==> config.mk <==
export PLATFORM = sky130hd
export DESIGN_NAME = glitch_sweep_ctrl
export DESIGN_NICKNAME = d
export VERILOG_FILES = /design/src/rtl/glitch_sweep_ctrl.sv
export SDC_FILE = /design/constraint.sdc
export NUM_CORES = 1
export LEC_CHECK = 0
export BUFFER_PORTS_ARGS = -buffer_cell sky130_fd_sc_hd__buf_2
export CAP_MARGIN = 20
export CORE_MARGIN = 2
export CORE_UTILIZATION = 52
export DETAILED_ROUTE_END_ITERATION = 10
export PLACE_DENSITY = 0.85
export SYNTH_ARGS = -nofsm -noshare
export SYNTH_HDL_FRONTEND = slang
export SYNTH_SLANG_ARGS = --single-unit
==> constraint.sdc <==
create_clock -name clk -period 3.9 [get_ports clk]
set_input_delay 0.78 -clock clk [delete_from_list [all_inputs] [get_ports clk]]
set_output_delay 0.78 -clock clk [all_outputs]
set_load 0.005 [all_outputs]
==> src/rtl/glitch_sweep_ctrl.sv <==
// Fault-injection campaign sequencer: sweeps phase (outer) and glitch position (inner),
// fires one glitched encryption per point and reports one result record per trial.
module glitch_sweep_ctrl #(
  parameter int PHASE_W    = 8,
  parameter int POS_W      = 16,
  parameter int SETTLE_CYC = 512,
  parameter int TMO_CYC    = 65535
) (
  input  logic               clk,
  input  logic               rstnin,
  input  logic               start,
  input  logic               abort,
  input  logic [PHASE_W-1:0] phase_min,
  input  logic [PHASE_W-1:0] phase_max,
  input  logic [POS_W-1:0]   pos_min,
  input  logic [POS_W-1:0]   pos_max,
  input  logic [POS_W-1:0]   pos_step,
  input  logic               dll_locked,
  input  logic               enc_done,
  input  logic               fault_flag,
  output logic [PHASE_W-1:0] phase,
  output logic [POS_W-1:0]   glitch_pos,
  output logic               glitch_en,
  output logic               start_enc,
  output logic               res_valid,
  input  logic               res_ready,
  output logic [PHASE_W-1:0] res_phase,
  output logic [POS_W-1:0]   res_pos,
  output logic               res_fault,
  output logic               res_tmo,
  output logic               busy,
  output logic               done
);

  localparam int SET_W = $clog2(SETTLE_CYC + 1);
  localparam int TMO_W = $clog2(TMO_CYC + 1);
  localparam logic [SET_W-1:0] SETTLE_LAST = SET_W'(SETTLE_CYC - 1);
  localparam logic [TMO_W-1:0] TMO_LAST    = TMO_W'(TMO_CYC - 1);

  typedef enum logic [2:0] {
    S_IDLE, S_SETTLE, S_FIRE, S_WAIT_DONE, S_REPORT, S_NEXT, S_FINISH
  } state_t;

  state_t             state_r;
  logic [SET_W-1:0]   settle_cnt_r;
  logic [TMO_W-1:0]   tmo_cnt_r;
  logic [PHASE_W-1:0] phase_max_r;
  logic [POS_W-1:0]   pos_min_r;
  logic [POS_W-1:0]   pos_max_r;
  logic [POS_W-1:0]   pos_step_r;
  logic               lock_meta_r;
  logic               lock_sync_r;
  logic [POS_W:0]     pos_sum_s;

  // One extra bit so a carry out of the position add reads as "past pos_max".
  assign pos_sum_s = {1'b0, glitch_pos} + {1'b0, pos_step_r};

  // Two-flop synchroniser for the asynchronous DLL lock.
  always_ff @(posedge clk or negedge rstnin) begin
    if (!rstnin) begin
      lock_meta_r <= 1'b0;
      lock_sync_r <= 1'b0;
    end else begin
      lock_meta_r <= dll_locked;
      lock_sync_r <= lock_meta_r;
    end
  end

  // Sweep sequencer with all outputs registered.
  always_ff @(posedge clk or negedge rstnin) begin
    if (!rstnin) begin
      state_r      <= S_IDLE;
      settle_cnt_r <= '0;
      tmo_cnt_r    <= '0;
      phase_max_r  <= '0;
      pos_min_r    <= '0;
      pos_max_r    <= '0;
      pos_step_r   <= '0;
      phase        <= '0;
      glitch_pos   <= '0;
      glitch_en    <= 1'b0;
      start_enc    <= 1'b0;
      res_valid    <= 1'b0;
      res_phase    <= '0;
      res_pos      <= '0;
      res_fault    <= 1'b0;
      res_tmo      <= 1'b0;
      busy         <= 1'b0;
      done         <= 1'b0;
    end else begin
      start_enc <= 1'b0;
      done      <= 1'b0;
      case (state_r)
        S_IDLE: begin
          if (start) begin
            phase_max_r <= phase_max;
            pos_min_r   <= pos_min;
            pos_max_r   <= pos_max;
            pos_step_r  <= (pos_step == '0) ? POS_W'(1) : pos_step;
            if (abort || (phase_min > phase_max) || (pos_min > pos_max)) begin
              state_r <= S_FINISH;
            end else begin
              phase        <= phase_min;
              glitch_pos   <= pos_min;
              busy         <= 1'b1;
              settle_cnt_r <= '0;
              state_r      <= S_SETTLE;
            end
          end
        end
        S_SETTLE: begin
          if (abort) begin
            state_r <= S_FINISH;
          end else if (settle_cnt_r != SETTLE_LAST) begin
            settle_cnt_r <= settle_cnt_r + SET_W'(1);
          end else if (lock_sync_r) begin
            glitch_en <= 1'b1;
            start_enc <= 1'b1;
            state_r   <= S_FIRE;
          end
        end
        S_FIRE: begin
          tmo_cnt_r <= '0;
          state_r   <= S_WAIT_DONE;
        end
        S_WAIT_DONE: begin
          if (enc_done || (tmo_cnt_r == TMO_LAST)) begin
            res_fault <= enc_done & fault_flag;
            res_tmo   <= ~enc_done;
            res_phase <= phase;
            res_pos   <= glitch_pos;
            res_valid <= 1'b1;
            glitch_en <= 1'b0;
            state_r   <= S_REPORT;
          end else begin
            tmo_cnt_r <= tmo_cnt_r + TMO_W'(1);
          end
        end
        S_REPORT: begin
          if (res_ready) begin
            res_valid <= 1'b0;
            state_r   <= S_NEXT;
          end
        end
        S_NEXT: begin
          if (abort) begin
            state_r <= S_FINISH;
          end else if (pos_sum_s <= {1'b0, pos_max_r}) begin
            glitch_pos <= pos_sum_s[POS_W-1:0];
            glitch_en  <= 1'b1;
            start_enc  <= 1'b1;
            state_r    <= S_FIRE;
          end else if (phase < phase_max_r) begin
            phase        <= phase + PHASE_W'(1);
            glitch_pos   <= pos_min_r;
            settle_cnt_r <= '0;
            state_r      <= S_SETTLE;
          end else begin
            state_r <= S_FINISH;
          end
        end
        S_FINISH: begin
          done    <= 1'b1;
          busy    <= 1'b0;
          state_r <= S_IDLE;
        end
        default: begin
          glitch_en <= 1'b0;
          res_valid <= 1'b0;
          busy      <= 1'b0;
          state_r   <= S_IDLE;
        end
      endcase
    end
  end

endmodule

==> impl_metrics.ini <==
[setup_path]
required_ps = 4230
path_buf_inv = 3
worstSetupStartpointType = register
reg2reg_depth = 19
slowest_delay_ps = 430
r2r_start = glitch_pos[1]
critPathCaptureType = register
reg2reg_slack_ps = -450
crit_chain = buf_6 -> fa_2 -> a211oi_4 -> o21ai_2 -> a21oi_2 -> o31ai_1 -> a21oi_1 -> xnor2_1 -> ha_1 -> a21o_1 -> a21oi_2 -> nor3b_4 -> a31oi_4 -> a211oi_4 -> buf_4 -> clkbuf_16 -> mux2i_1 -> o21ai_1 -> mux2_2
crit_path_max_fanout = 5
cpMaxStageDelayCell = dfrtp_1
path_depth = 19
r2r_end = glitch_pos[9]
cp_top_family = compound AO/OA/AOI/OAI gates
path_class = reg2reg
arrival_ps = 4680

[synth]
netlist_area_mm2 = 0.00834
avgSynthCellArea_um2 = 9.94
synth_ff_type = dfrtp_1
synth-compound-area-share = 0.158
post_synth_num_cell_types = 63
synthArstFlopShare = 1.00
yosysTopAreaCell = dfrtp_1
ys_top_cells_by_area = dfrtp_1 (43%), ha_1 (10%), mux2_2 (9.6%)
synthAdderAreaFrac = 0.103
synth-seq-cells = 142
synth-simple-area-share = 0.129
ys_warn_count = 0
synthCells = 839
synth_mux_area_frac = 0.116
synth-xor-area-share = 0.0252
synth_top_area_frac = 0.426
synth_edf_count = 0
synth_nets = 979
ys_seq_area_frac = 0.426
synth_top_family_by_area = compound AO/OA/AOI/OAI gates

[floorplanning]
core_area_mm2 = 0.0158
die_y_um = 131
start_util = 0.529
die_x_um = 131
rows = 46
ios = 127
die-area_mm2 = 0.0171

[drt]
drt-total-wl_um = 24700
routed_via_density = 6.02
detail_route.first_pass.iterations = 6
ant_nets = 0
dr.first_iter.drc_count = 724
vias = 7608
wl_per_cell_um = 19.5
drc = 0

[pwr]
p_per_area_mw_per_mm2 = 1200
leakagePower_nw = 5.13
power_w = 0.0130
vdd_ir_drop_max_mv = 0.765

[sta]
fmax_ghz = 0.230
hold_viol = 0
setup_viol = 39
min_period_ps = 4350
drv_slew = 0
tns_ps = -14080
grt_setup_unrepaired = true
min_period_over_period = 1.12
clock_skew_ps = 14.7
relSlewSlack = 0.382
worst_slew_pin_slew_ps = 903
layout_setup_ws_ps = -451
fin_hold_ws_ps = 305

[placement]
gp_congestion = 0.916
buffer_ports.inserted = 126
hpwl_um = 15700

[clocking]
cts_tree = built
clk_latency_ps = 450
clock_tree.root_cell = clkbuf_16
clockBufferDepth = 2
clock_sinks = 142
numCtsBuffers = 17
htreeDepth = 4
postCtsHoldBufs = 0
path_clk_slew_ps = 60

[global_route]
track_usage = 0.271
grt_pass1_wl_um = 35800
overflow = 0
grt_max_degree = 62
antenna_found_initial = 0
grt_pass1_vias = 7077

[final_layout]
nNetsFinal = 1174
area_delta_synth_final_pct = 30.1
n_antenna_cell = 0
drive_above_1_share = 0.340
fillers = 1101

[job]
drv_cap = 0

[status]
failed_checks = setup timing
status = complete, but fails checks

[min_path]
hp-class = in2async
## how the worst max path moves through the flow
stage	startpoint	end
final	glitch_pos[1]	glitch_pos[9]
after global routing	glitch_pos[1]	glitch_pos[5]
after CTS	glitch_pos[0]	glitch_pos[6]
after detailed placement	glitch_pos[1]	glitch_pos[6]
after global placement	glitch_pos[1]	phase[5]
after floorplan	glitch_pos[0]	glitch_pos[10]
## synth_stat cells (15+ instances only)
cell      number
clkbuf_1      22
nand2_1       68
nor2_1        55
mux2i_1       17
mux2_2        71
a21oi_1       59
inv_1         60
a31oi_1       18
dfrtp_1      142
o21ai_0       53
nand3_1       21
nand4_1       15
ha_1          67
## worst reg2reg max path: stages (launching register included)
cell and delay [ps]:
dfrtp_1 430, buf_6 150, fa_2 410, a211oi_4 240, o21ai_2 100, a21oi_2 160, o31ai_1 100, a21oi_1 210
xnor2_1 170, ha_1 300, a21o_1 220, a21oi_2 170, nor3b_4 260, a31oi_4 130, a211oi_4 270, buf_4 160
clkbuf_16 140, mux2i_1 240, o21ai_1 90, mux2_2 280
## flip-flops by register name (all words and copies together) (netlist names)
register	count
phase_max_r	8
lock_meta_r	1
glitch_pos	16
pos_min_r	16
busy	1
settle_cnt_r	10
tmo_cnt_r	16
res_pos	16
res_fault	1
res_phase	8
glitch_en	1
pos_step_r	16
state_r	3
res_valid	1
pos_max_r	16
phase	8
start_enc	1
lock_sync_r	1
res_tmo	1
done	1
## metrics by stage
stage,area (um^2),util,cells,worst slack [ps]
after floorplan,8360,-,839,-132
after global placement,9620,0.610,1212,-106
after detailed placement,9620,0.610,1212,-235
after CTS,10500,0.669,1257,-123
after global routing,10900,0.688,1263,-567
final,10900,0.688,1263,-451
## repair_timing
action                     in CTS  in global routing
setup endpoints to repair      37                 39
gates resized for setup        29                 43
setup buffers                  12                  5
pin swaps                       3                 24
cloned                          2                  1
## kinds of logic after synthesis
family	count (synthesis)
fa+ha+maj	68
buf+inv	91
compound gates	204
mux	88
flops	142
simple gates	222
xor+xnor	24
## area by class of cell
class	instances	area, um^2	area share
clock inverter	10	206	0.0190
tap	216	270	0.0249
timing repair buffer	207	1360	0.125
clock buffer	22	474	0.0437
sequential	142	3550	0.327
inverter	60	225	0.0208
multi-input combinational	606	4760	0.439
## layer usage
layer  part of all wire  track usage
met4              0.042        0.110
met3              0.067       0.0513
met2               0.48        0.441
met5                  0            0
met1               0.42        0.358
## report_power, final
part	switching [W]	leakage (nW)	internal, W
Clock	0.000646	0.331	0.00125
Combinational	0.00422	3.05	0.00422
Sequential	0.000546	1.76	0.00209
Total	0.00541	5.13	0.00757
## placed cells by master, fill, tap and decap left out, drive strengths merged, types with 4 or more instances in the layout
cell and n:
nor2 55, inv 61, a21oi 60, o31ai 6, o211a 4, nor3 12
a31oi 18, nand4 15, and3 6, nor2b 6, o211ai 5, a41oi 4
or3 7, o21a 6, dfrtp 142, a21o 11, bufinv 6, nand2 68
mux2 71, xnor2 14, nor4 11, nand3 21, a211oi 7, o21bai 4
o21ai 55, ha 67, clkbuf 23, mux2i 17, buf 206, xor2 10
nand2b 10
Note: power is estimated with default switching activity, not from simulation.
